==> config.mk <==
export PLATFORM = sky130hd
export DESIGN_NAME = uart_tx
export DESIGN_NICKNAME = d
export VERILOG_FILES = /design/src/rtl/uart_tx.sv
export SDC_FILE = /design/constraint.sdc
export NUM_CORES = 1
export LEC_CHECK = 0
export ABC_AREA = 1
export BUFFER_PORTS_ARGS = -buffer_cell sky130_fd_sc_hd__buf_4
export CORE_MARGIN = 2
export CORE_UTILIZATION = 25
export CTS_BUF_LIST = sky130_fd_sc_hd__clkbuf_8
export DETAILED_ROUTE_END_ITERATION = 10
export HOLD_SLACK_MARGIN = 0.15
export SLEW_MARGIN = 40
export SYNTH_ARGS = -nofsm -noshare
export SYNTH_HDL_FRONTEND = slang
export SYNTH_SLANG_ARGS = --single-unit
==> constraint.sdc <==
create_clock -name CLK -period 2.4 [get_ports CLK]
set_clock_uncertainty 0.05 [all_clocks]
set_input_delay 0.36 -clock CLK [delete_from_list [all_inputs] [get_ports CLK]]
set_output_delay 0.36 -clock CLK [all_outputs]
set_load 0.01 [all_outputs]
==> src/rtl/uart_tx.sv <==
// 8N1 UART transmitter with a write-side FIFO; the first start bit appears one edge after the byte is queued.
// No backpressure to the writer: a write into a full FIFO is dropped and recorded in the sticky overflow flag.
module uart_tx #(
  parameter int P_UART_WIDTH     = 8,
  parameter int P_CLK_HZ         = 5_000_000,
  parameter int P_BAUD           = 9600,
  parameter int P_FIFO_DEPTH     = 16,
  parameter int P_FIFO_ADDR_BITS = 4
) (
  input  logic                    CLK,
  input  logic                    reset,
  input  logic [P_UART_WIDTH-1:0] data_in,
  input  logic                    write_en,
  output logic                    serial_out,
  output logic                    busy,
  output logic                    fifo_full,
  output logic                    fifo_empty,
  output logic                    overflow
);

  localparam int LP_BIT_CYCLES = P_CLK_HZ / P_BAUD;
  localparam int LP_CNT_BITS   = (LP_BIT_CYCLES > 1) ? $clog2(LP_BIT_CYCLES) : 1;
  localparam int LP_IDX_BITS   = (P_UART_WIDTH > 1) ? $clog2(P_UART_WIDTH) : 1;

  localparam logic [LP_CNT_BITS-1:0]    LP_BIT_LAST = LP_CNT_BITS'(LP_BIT_CYCLES - 1);
  localparam logic [LP_IDX_BITS-1:0]    LP_IDX_LAST = LP_IDX_BITS'(P_UART_WIDTH - 1);
  localparam logic [P_FIFO_ADDR_BITS:0] LP_FULL_CNT = (P_FIFO_ADDR_BITS+1)'(P_FIFO_DEPTH);

  typedef enum logic [1:0] {
    IDLE,
    START,
    DATA,
    STOP
  } state_t;

  logic [P_UART_WIDTH-1:0]     mem [P_FIFO_DEPTH];
  logic [P_FIFO_ADDR_BITS-1:0] rd_ptr;
  logic [P_FIFO_ADDR_BITS-1:0] wr_ptr;
  logic [P_FIFO_ADDR_BITS:0]   count;
  logic [P_FIFO_ADDR_BITS:0]   count_nxt;
  logic [P_UART_WIDTH-1:0]     head;
  logic                        push;
  logic                        pop;

  state_t                  state;
  logic [LP_CNT_BITS-1:0]  bit_cnt;
  logic [LP_IDX_BITS-1:0]  idx;
  logic [P_UART_WIDTH-1:0] shreg;
  logic                    bit_last;

  // A full FIFO refuses the write even when the FSM pops on the same edge.
  assign push     = write_en && !fifo_full;
  assign head     = mem[rd_ptr];
  assign bit_last = (bit_cnt == LP_BIT_LAST);
  assign pop      = !fifo_empty && ((state == IDLE) || ((state == STOP) && bit_last));

  always_comb begin
    count_nxt = count;
    if (push && !pop) begin
      count_nxt = count + (P_FIFO_ADDR_BITS+1)'(1);
    end else if (!push && pop) begin
      count_nxt = count - (P_FIFO_ADDR_BITS+1)'(1);
    end
  end

  always_ff @(posedge CLK) begin
    if (push) begin
      mem[wr_ptr] <= data_in;
    end
  end

  always_ff @(posedge CLK) begin
    if (reset) begin
      rd_ptr     <= '0;
      wr_ptr     <= '0;
      count      <= '0;
      fifo_full  <= 1'b0;
      fifo_empty <= 1'b1;
      overflow   <= 1'b0;
    end else begin
      if (push) begin
        wr_ptr <= wr_ptr + P_FIFO_ADDR_BITS'(1);
      end
      if (pop) begin
        rd_ptr <= rd_ptr + P_FIFO_ADDR_BITS'(1);
      end
      if (write_en && fifo_full) begin
        overflow <= 1'b1;
      end
      count      <= count_nxt;
      fifo_full  <= (count_nxt == LP_FULL_CNT);
      fifo_empty <= (count_nxt == '0);
    end
  end

  always_ff @(posedge CLK) begin
    if (reset) begin
      state      <= IDLE;
      bit_cnt    <= '0;
      idx        <= '0;
      shreg      <= '0;
      serial_out <= 1'b1;
      busy       <= 1'b0;
    end else begin
      case (state)
        IDLE: begin
          if (pop) begin
            shreg      <= head;
            bit_cnt    <= '0;
            state      <= START;
            serial_out <= 1'b0;
            busy       <= 1'b1;
          end
        end
        START: begin
          if (bit_last) begin
            bit_cnt    <= '0;
            idx        <= '0;
            state      <= DATA;
            serial_out <= shreg[0];
          end else begin
            bit_cnt <= bit_cnt + LP_CNT_BITS'(1);
          end
        end
        DATA: begin
          if (bit_last) begin
            bit_cnt <= '0;
            if (idx == LP_IDX_LAST) begin
              state      <= STOP;
              serial_out <= 1'b1;
            end else begin
              shreg      <= shreg >> 1;
              serial_out <= shreg[1];
              idx        <= idx + LP_IDX_BITS'(1);
            end
          end else begin
            bit_cnt <= bit_cnt + LP_CNT_BITS'(1);
          end
        end
        STOP: begin
          if (bit_last) begin
            bit_cnt <= '0;
            // Chain straight into the next start bit so queued frames leave no idle gap.
            if (pop) begin
              shreg      <= head;
              state      <= START;
              serial_out <= 1'b0;
            end else begin
              state <= IDLE;
              busy  <= 1'b0;
            end
          end else begin
            bit_cnt <= bit_cnt + LP_CNT_BITS'(1);
          end
        end
        default: begin
          state      <= IDLE;
          serial_out <= 1'b1;
          busy       <= 1'b0;
        end
      endcase
    end
  end

endmodule

==> impl_results.md, run 1 <==
- Wire length of the first global-routing pass: 25.5 mm
- Ant diodes: 0
- Worst-case headroom to the max-slew limit: between 60 and 70%
- Initial Utilization: 25.6%
- Setup fix buffers added after clock tree synthesis: 0
- Detail Route Antenna Nets: 0
- Number of instances resized during post-cts repair: 0
- Hold-critical path endpoint: mem[12][2]$_DFFE_PP_
- Critical Path Source Type: register
- Setup repair after global routing missed its margin: false
- Num ports: 16
- Via count of the first global-routing pass: 4768
- Outcome: finished, final reports clean
- Register area share after synthesis: 64.2%
- Gate family responsible for the most delay along the worst path: buffers and inverters
- DRC errors left: 0
- Via density: 4.47
- Number of setup violations in the final report: 0
- Floorplan die width: about 180 microns
- Final worst-path cycle share: 86.6%
- Inserted Clock Buffers: 17
- Sum Neg Setup Slack: 0 ns
- TritonCTS clock tree: built
- Antenna violations before repair: 0
- Type of the most critical hold path: in2reg
- Number of buffer and inverter instances along the worst setup path: 2
- Max capacitance violation total: 0
- Gate count of the mapped netlist: 705
- Hold slack final: 0.176 ns
- Prevailing post-synth register cell: sky130_fd_sc_hd__edfxtp_1
- Share of synthesized flip-flops with an asynchronous set or reset: 0%
- Via count: about 5.1k
- Slew at the pin closest to its max-slew limit: between 0.5 and 0.6 ns
- Average size of a mapped cell: 10.5 sq um
- Area delta synth->final: 13.9%
- Fraction of layout instances using a drive strength above 1: 11.1%
- Filler Cells Inserted: between 2k and 3k
- Data required, critical path: 2.69 ns
- Die Ht: ~180 microns
- Clk sinks: 173
- Post-Route M1 WL: 7.50 mm
- Lkg Pwr: 2.94 nW
- Yosys cell types: 36
- Post-CTS Hold Buffers: 4
- Met3 Wirelength: 424 microns
- HP Start: data_in[2]
- Row Count: 62
- Largest fanout on the critical path: 15
- Worst EP arrival: 2.37 ns
- Worst setup slack for register-to-register paths: between 0.3 and 0.4 ns
- Number of synthesized flops with an enable pin: 128
- Worst reg2reg endpoint: shreg[5]$_SDFFE_PP0P_
- Uppermost routed layer: met4
- Worst skew pair latency: 0.46 ns
- Worst path slowest cell: sky130_fd_sc_hd__dfxtp_1
- Detailed-route wire length per cell: 14.1 microns
- CTS root buf: sky130_fd_sc_hd__clkbuf_8
- Depth of the worst hold-timing path: 1
- Post-synthesis cell area: around 0.0074 sq mm
- Die area: 0.0310 sq mm
- Path type of the worst setup path: reg2reg
- Fin crit period: about 2.1 ns
- Pin count of the biggest net entering global routing: 44
- Count of buffers inserted at the top-level ports: 15
- Number of nets at the end of the flow: 761
- Max H-tree Level: 4
- Crit Reg-Reg Startpoint: state[0]$_SDFFE_PP0P_
- Clk slew on worst S/H paths: 0.09 ns
- Final RePlAce weighted congestion: 0.775
- Critical path origin: state[0]$_SDFFE_PP0P_
- Post-synthesis register bit count: 173
- Stage delay of the slowest cell on the critical path: 0.41 ns
- Type of destination of the critical path: register
- Slew Viols, Final: 0
- Cells on worst reg2reg path: 8
- Maximum clock insertion buffer count: 2
- Power per standard cell area: 973 mW/mm^2
- Maximum operating frequency: 481 MHz
- Global routing usage summed across all routing layers: between 10% and 20%
- Worst-path cell chain: inv_1 -> ha_1 -> inv_1 -> nand2_2 -> nand2_2 -> nor2_1 -> a22oi_1 -> nor2_1
- Net count after synthesis: 731
- Gr ovfl total: 0
- Synthesis warning total: 0
- Met2 wire length: 7.71 mm
- Final hold vios: 0
- DP HPWL: slightly above 10 mm
- Total wire length after detailed routing: 15.9 mm
- Initial drt markers: 329
- Max VDD drop: around 0.35 mV
- Core footprint: 0.0289 sq mm
- Number of optimization iterations in the first detailed-route pass: 5
==> worst max path at each step <==
stage | cells after the start | slack [ns] | end
final | 8 | 0.32 | shreg[5]$_SDFFE_PP0P_
after global routing | 8 | 0.08 | shreg[5]$_SDFFE_PP0P_
after CTS | 8 | 0.32 | shreg[5]$_SDFFE_PP0P_
after detailed placement | 8 | 0.33 | shreg[5]$_SDFFE_PP0P_
after global placement | 7 | 0.41 | state[0]$_SDFFE_PP0P_
after floorplan | 9 | 0.58 | shreg[4]$_SDFFE_PP0P_
==> state kept, by name, summed over array words and instances, names as in the netlist, 2 cells and up, named ones only <==
signal and flops:
state 2, bit_cnt 10, wr_ptr 4, rd_ptr 4
mem 128, count 5, shreg 8, idx 3
==> where the power goes <==
part,total [mW],switching [mW],internal (mW)
registers,3.64,0.171,3.46
logic,2.79,1.82,0.973
clock network,1.76,1.05,0.714
==> cell usage in the layout (no fill, tap or decap), types with 3 or more instances in the layout <==
cell	Yosys	layout
sky130_fd_sc_hd__a211oi_1	5	5
sky130_fd_sc_hd__inv_6	0	5
sky130_fd_sc_hd__buf_4	0	38
sky130_fd_sc_hd__xor2_1	3	3
sky130_fd_sc_hd__o22ai_1	6	6
sky130_fd_sc_hd__o211ai_1	34	34
sky130_fd_sc_hd__nor2_1	142	142
sky130_fd_sc_hd__inv_2	3	3
sky130_fd_sc_hd__clkinv_2	0	4
sky130_fd_sc_hd__dfxtp_1	45	44
sky130_fd_sc_hd__nor3_1	6	6
sky130_fd_sc_hd__o21ai_1	6	6
sky130_fd_sc_hd__nand2_1	61	61
sky130_fd_sc_hd__o21a_1	5	5
sky130_fd_sc_hd__ha_1	15	15
sky130_fd_sc_hd__nand2_2	3	3
sky130_fd_sc_hd__dlygate4sd3_1	0	4
sky130_fd_sc_hd__clkbuf_8	0	17
sky130_fd_sc_hd__nand3_1	37	37
sky130_fd_sc_hd__a21oi_1	32	32
sky130_fd_sc_hd__edfxtp_1	128	128
sky130_fd_sc_hd__inv_1	45	47
sky130_fd_sc_hd__o21ai_0	70	70
sky130_fd_sc_hd__nand4_1	6	6
==> per-stage QoR <==
stage | area (sq um) | util (%) | setup slack [ns] | total power, mW | instances
floorplan | 7390 | - | 0.579 | 5.72 | 705
global placement | 8050 | 27.8 | 0.408 | 6.46 | 1096
detailed placement | 8050 | 27.8 | 0.327 | 6.49 | 1096
CTS | 8420 | 29.1 | 0.315 | 8.26 | 1131
global route | 8420 | 29.1 | 0.0848 | 8.78 | 1131
finish | 8420 | 29.1 | 0.320 | 8.19 | 1131
==> logic make-up (layout without fill, tap and decap cells) <==
group	count (synthesis)	count (layout)	share of synthesized area, %
xor gates and xnor gates	5	5	0.592
adders and majority gates	15	15	2.54
AOI/OAI and AO/OA	165	165	13.2
and+or+nand+nor	267	267	15.3
DFF	173	173	64.2
buffers and inverters	80	122	4.18
==> area by class of cell <==
type | instances | area, sq um | area share [%]
sequential | 173 | 4750 | 56.4
multi-input combinational | 452 | 2340 | 27.8
tap | 384 | 480 | 5.71
timing repair buffer | 43 | 345 | 4.10
clock buffer | 17 | 234 | 2.78
inverter | 48 | 180 | 2.14
clock inverter | 14 | 95.1 | 1.13
==> Yosys cell counts, types with 5 or more instances <==
master,count,area share [%]
sky130_fd_sc_hd__nand2_1,61,3.1
sky130_fd_sc_hd__ha_1,15,2.5
sky130_fd_sc_hd__o211ai_1,34,3.5
sky130_fd_sc_hd__nor3_1,6,0.41
sky130_fd_sc_hd__o21ai_1,6,0.41
sky130_fd_sc_hd__dfxtp_1,45,12
sky130_fd_sc_hd__clkbuf_1,25,1.3
sky130_fd_sc_hd__nand3_1,37,2.5
sky130_fd_sc_hd__nor2_1,142,7.2
sky130_fd_sc_hd__inv_1,45,2.3
sky130_fd_sc_hd__o22ai_1,6,0.51
sky130_fd_sc_hd__o21ai_0,70,4.7
sky130_fd_sc_hd__nand4_1,6,0.51
sky130_fd_sc_hd__edfxtp_1,128,52
sky130_fd_sc_hd__a21oi_1,32,2.2
sky130_fd_sc_hd__a211oi_1,5,0.51
sky130_fd_sc_hd__o21a_1,5,0.51
sky130_fd_sc_hd__buf_2,6,0.41
==> layer usage <==
metal | GRT usage (%) | vias to the layer above
met1 | 13.6 | 2421
met3 | 1.87 | 15
met2 | 17.8 | 83
met5 | 0 | -
met4 | 3.68 | 0
li1 | - | 2532
(Power assumes the default switching activity.)
==> run 2, diff against run 1 <==
Settings changed: CELL_PAD_IN_SITES_DETAIL_PLACEMENT from default to 0, CELL_PAD_IN_SITES_GLOBAL_PLACEMENT from default to 2, CORE_UTILIZATION 25 to 43, PLACE_DENSITY_LB_ADDON from default to 0.1.
==> run 2 against run 1 <==
  * Utilization grew 21 points
  * Via count increased by 1.1%
  * Clock-buffer cell count stayed put
  * Maximum frequency grew 0.74%
  * Sequential share of layout area is 0.86 points higher
  * Final cell count shrank 14%
  * Combinational power increased by 4%
  * Hold slack improved by 0.0073 ns
  * Flip-flop and latch count unchanged
  * Global-route usage is 9.4 points higher
  * Largest power group unchanged
==> impl_results.md, run 2 (synthesis results as in run 1) <==
- Outcome: finished, final reports clean
- Slew at the pin closest to its max-slew limit: 0.544 ns
- Sequential cell area in the final layout: 0.00475 sq mm
- Largest fanout on the critical path: 10
- Pin count of the biggest net entering global routing: 69
- DP HPWL: roughly 11 mm
- Fraction of layout instances using a drive strength above 1: 11.2%
- Worst setup endpoint: state[0]$_SDFFE_PP0P_
- Cells on worst reg2reg path: 7
- Die Ht: 135 microns
- Slew Viols, Final: 0
- Number of nets at the end of the flow: 762
- Number of buffer and inverter instances along the worst setup path: 2
- Count of buffers inserted at the top-level ports: 15
- Ant diodes: 0
- Worst path slowest cell: sky130_fd_sc_hd__dfxtp_1
- Maximum operating frequency: 484 MHz
- Final worst-path cycle share: 86.0%
- Data required, critical path: 2.67 ns
- Worst-case headroom to the max-slew limit: 63.7%
- Hold slack final: approximately 0.18 ns
- Final RePlAce weighted congestion: 0.827
- Initial drt markers: 379
- Fin crit period: approximately 2.1 ns
- Stage delay of the slowest cell on the critical path: 0.41 ns
- Antenna violations before repair: 0
- Placed cells: between 900 and 1k
- Num ports: 16
- Filler Cells Inserted: 1517
- Core footprint: 0.0167 sq mm
- CTS root buf: sky130_fd_sc_hd__clkbuf_8
- Fraction of the core area covered by cells at the end of the flow: between 40% and 50%
- Initial Utilization: 44.3%
- Max VDD drop: 0.485 mV
- Stages on the worst setup path: 7
- Register with the highest flop count: mem
- Die area: between 0.015 and 0.02 sq mm
- Commonest non-fill, non-tap cell in the layout: sky130_fd_sc_hd__nor2_1
- Clk sinks: 173
- Final cell count without fillers: about 970
- Row Count: 47
- Global routing usage summed across all routing layers: 20.0%
- Critical Path Source Type: register
- Final hold vios: 0
- Worst reg2reg endpoint: state[0]$_SDFFE_PP0P_
- Power per standard cell area: 1030 mW/mm^2
- Setup slack of the critical path after layout: 0.336 ns
- Max reg flops: between 100 and 150
- Type of the most critical hold path: in2reg
- Cell Area, Placed: 0.00787 sq mm
- Clk slew on worst S/H paths: 0.09 ns
- Worst-path cell chain: inv_1 -> ha_1 -> inv_1 -> o21ai_0 -> or2_1 -> o21ai_0 -> a21oi_1
- Worst slack, placed: 0.359 ns
- Via count: 5107
- Lkg Pwr: 2.97 nW
- Worst skew pair latency: about 0.45 ns
- Top flop regs: mem (128), bit_cnt (10), shreg (8)
- Total wire length after detailed routing: ~17 mm
- Crit Reg-Reg Startpoint: state[0]$_SDFFE_PP0P_
- Max H-tree Level: 4
- Floorplan die width: 135 microns
- Final cell area excluding filler cells: 0.00829 sq mm
- Detail Route Antenna Nets: 0
- Maximum clock insertion buffer count: 2
- Wire length of the first global-routing pass: 27.2 mm
- Worst EP arrival: about 2.3 ns
- Area delta synth->final: 12.2%
- Via density: between 5 and 6
- Combined area of the multi-input logic cells: 0.00234 sq mm
- Detailed-route wire length per cell: between 15 and 20 microns
- Setup repair after global routing missed its margin: false
- Via count of the first global-routing pass: 4998
- Gate family responsible for the most delay along the worst path: compound AO/OA/AOI/OAI gates
- Critical path origin: state[0]$_SDFFE_PP0P_
- Post-route total power: 8.55 mW
- Commonest non-fill, non-tap cells in the layout: 142 x sky130_fd_sc_hd__nor2_1, 128 x sky130_fd_sc_hd__edfxtp_1, 70 x sky130_fd_sc_hd__o21ai_0, 61 x sky130_fd_sc_hd__nand2_1, 48 x sky130_fd_sc_hd__inv_1
- Path type of the worst setup path: reg2reg
- TritonCTS clock tree: built
- Number of optimization iterations in the first detailed-route pass: 5
- DRC errors left: 0
- Worst setup slack for register-to-register paths: between 0.3 and 0.4 ns
- Max capacitance violation total: 0
- Type of destination of the critical path: register
- Sum Neg Setup Slack: 0 ns
- Inserted Clock Buffers: 17
- Gr ovfl total: 0
- Number of setup violations in the final report: 0
[run 2: area by class of cell]
class                   count  share of cell area, %
clock inverters            14                   1.86
well taps                 220                   3.32
inverters                  48                   2.17
flip-flops and latches    173                   57.2
clock buffers              17                   2.82
multi-input cells         452                   28.2
repair buffers             44                   4.40
[run 2: what timing repair did]
item,in CTS,in global routing
hold buffers,4,0
resized for setup,0,0
setup buffers,0,0
setup endpoints to repair,0,0
hold endpoints to repair,24,0
[run 2: how the worst min path moves through the flow]
stage	from	depth (start not counted)	end
after floorplan	idx[1]$_SDFFE_PP0P_	2	idx[1]$_SDFFE_PP0P_
after global placement	idx[2]$_SDFFE_PP0P_	2	idx[2]$_SDFFE_PP0P_
after detailed placement	idx[2]$_SDFFE_PP0P_	2	idx[2]$_SDFFE_PP0P_
after CTS	data_in[3]	1	mem[7][3]$_DFFE_PP_
after global routing	data_in[3]	1	mem[7][3]$_DFFE_PP_
final	data_in[3]	1	mem[7][3]$_DFFE_PP_
[run 2: routing by layer]
| layer | vias up | wire length (microns) | GRT usage, % |
|---|---|---|---|
| li1 | 2530 | - | - |
| met3 | 18 | 691 | 4.24 |
| met1 | 2456 | 7490 | 25.7 |
| met5 | - | 0 | 0 |
| met4 | 0 | 314 | 7.29 |
| met2 | 103 | 8430 | 33.4 |
[run 2: where the power goes]
| part | total, mW | switching [mW] | internal [mW] |
|---|---|---|---|
| Sequential | 3.64 | 0.174 | 3.46 |
| Combinational | 2.89 | 1.90 | 0.990 |
| Clock | 2.02 | 1.01 | 1.01 |
| Total | 8.55 | 3.08 | 5.46 |
==> run 3, diff against run 2 <==
Settings changed: PLACE_DENSITY from default to 0.9, PLACE_DENSITY_LB_ADDON 0.1 to default.
==> run 3 against run 2 <==
  * Die area stayed put
  * Critical path depth increased by 3
  * Sequential power is 1% higher
  * Clock-buffer cell count unchanged
  * Utilization up 0.34 points
  * First-iteration DRC count down 4.0%
  * Via count up 0.96%
==> impl_results.md, run 3 (synthesis results as in run 1) <==
- Outcome: finished, final reports clean
- Core footprint: approximately 0.017 sq mm
- Data required, critical path: 2.69 ns
- Crit Reg-Reg Startpoint: bit_cnt[0]$_SDFFE_PP0N_
- Largest fanout on the critical path: 10
- Max VDD drop: 0.479 mV
- Setup repair after global routing missed its margin: false
- Critical path origin: bit_cnt[0]$_SDFFE_PP0N_
- Power per standard cell area: roughly 1000 mW/mm^2
- Worst skew pair latency: 0.46 ns
- Hold slack final: 0.175 ns
- Sum Neg Setup Slack: 0 ns
- Number of nets at the end of the flow: between 700 and 800
- Slew Viols, Final: 0
- Max capacitance violation total: 0
- Inserted Clock Buffers: 17
- Row Count: 47
- Number of optimization iterations in the first detailed-route pass: 5
- Initial Utilization: 44.3%
- Total wire length after detailed routing: 16.5 mm
- Setup slack of the critical path after layout: about 0.31 ns
- Cells on worst reg2reg path: 10
- Worst EP arrival: 2.38 ns
- Fin crit period: 2.09 ns
- Final RePlAce weighted congestion: approximately 0.77
- Fraction of the core area covered by cells at the end of the flow: 50.0%
- Initial drt markers: 364
- Num ports: 16
- Top flop regs: mem (128), bit_cnt (10), shreg (8)
- Clk slew on worst S/H paths: 0.09 ns
- Setup fix buffers added after clock tree synthesis: 0
- Die area: 0.0183 sq mm
- Worst setup slack for register-to-register paths: 0.31 ns
- Die Ht: 135 microns
- Detailed-route wire length per cell: 17.0 microns
- Ant diodes: 0
- Combined area of the multi-input logic cells: 0.00234 sq mm
- Maximum operating frequency: approximately 480 MHz
- Type of the most critical hold path: in2reg
- DRC errors left: 0
- Filler Cells Inserted: 1542
- Final hold vios: 0
- Via count of the first global-routing pass: 4972
- Type of destination of the critical path: register
- Pin count of the biggest net entering global routing: 42
- Lkg Pwr: 2.98 nW
- Number of setup violations in the final report: 0
- Sequential cell area in the final layout: roughly 0.0047 sq mm
- Commonest non-fill, non-tap cell in the layout: sky130_fd_sc_hd__nor2_1
- Max H-tree Level: 4
- Floorplan die width: 135 microns
- Gr ovfl total: 0
- TritonCTS clock tree: built
- Area delta synth->final: 12.9%
- Max reg flops: between 100 and 150
- CTS root buf: sky130_fd_sc_hd__clkbuf_8
- Worst-case headroom to the max-slew limit: between 60% and 70%
- Clk sinks: roughly 170
- Count of buffers inserted at the top-level ports: 15
- Commonest non-fill, non-tap cells in the layout: 142 x sky130_fd_sc_hd__nor2_1, 128 x sky130_fd_sc_hd__edfxtp_1, 70 x sky130_fd_sc_hd__o21ai_0, 61 x sky130_fd_sc_hd__nand2_1, 45 x sky130_fd_sc_hd__inv_1
- Maximum clock insertion buffer count: 2
- Register with the highest flop count: mem
- Final worst-path cycle share: 87.0%
- Wire length of the first global-routing pass: 26.4 mm
- Via count: approximately 5.2k
- Via density: between 5 and 6
- Worst reg2reg endpoint: shreg[4]$_SDFFE_PP0P_
- Worst setup endpoint: shreg[4]$_SDFFE_PP0P_
- Worst slack, placed: 0.290 ns
- DP HPWL: 10.8 mm
- Slew at the pin closest to its max-slew limit: approximately 0.54 ns
- Path type of the worst setup path: reg2reg
- Global routing usage summed across all routing layers: approximately a fifth
- Fraction of layout instances using a drive strength above 1: 11.6%
- Critical Path Source Type: register
- Antenna violations before repair: 0
- Detail Route Antenna Nets: 0
-- run 3: where the power goes --
part	internal, mW	leakage (nW)	switching, mW
Combinational	1.01	1.25	1.84
Clock	1.05	0.201	1.08
Sequential	3.46	1.52	0.220
-- run 3: how the worst min path moves through the flow --
stage,startpoint,end,cells past startpoint
floorplan,idx[1]$_SDFFE_PP0P_,idx[1]$_SDFFE_PP0P_,2
global placement,idx[2]$_SDFFE_PP0P_,idx[2]$_SDFFE_PP0P_,2
detailed placement,bit_cnt[8]$_SDFFE_PP0N_,bit_cnt[8]$_SDFFE_PP0N_,2
CTS,data_in[3],mem[6][3]$_DFFE_PP_,1
global route,data_in[3],mem[13][3]$_DFFE_PP_,1
finish,data_in[3],mem[13][3]$_DFFE_PP_,1
-- run 3: through the flow --
stage / instances / total power [mW] / area [sq um]
after detailed placement: 934 / 6.61 / 7870
after CTS: 971 / 8.74 / 8350
after global routing: 971 / 9.26 / 8350
after global placement: 934 / 6.51 / 7870
final: 971 / 8.66 / 8350
after floorplan: 705 / 5.72 / 7390
-- run 3: per-layer routing --
layer / global-route usage, % / routed length (microns)
met5: 0 / 0
met4: 5.03 / 153
met3: 3.87 / 592
met2: 33.6 / 8380
met1: 24.5 / 7400
-- run 3: worst max-delay path, cell delays in order (launching register included) --
cell and delay (ns):
sky130_fd_sc_hd__dfxtp_1 0.41, sky130_fd_sc_hd__ha_1 0.20, sky130_fd_sc_hd__nand2_1 0.10, sky130_fd_sc_hd__inv_2 0.08, sky130_fd_sc_hd__nand3_2 0.09, sky130_fd_sc_hd__nor2_1 0.21, sky130_fd_sc_hd__a21oi_1 0.11, sky130_fd_sc_hd__nor2_2 0.26
sky130_fd_sc_hd__nand2_2 0.19, sky130_fd_sc_hd__a22oi_1 0.23, sky130_fd_sc_hd__nor2_1 0.06
-- run 3: final cells by class --
type                            instances  area share, %
Tap cell                              220           3.30
Clock inverter                         14           2.19
Timing Repair Buffer                   47           4.70
Inverter                               48           2.16
Sequential cell                       173           56.8
Multi-Input combinational cell        452           28.0
Clock buffer                           17           2.80
-- run 3: timing repair --
item	in CTS	in global routing
hold buffers	6	0
resized for setup	0	0
hold endpoints to repair	42	0
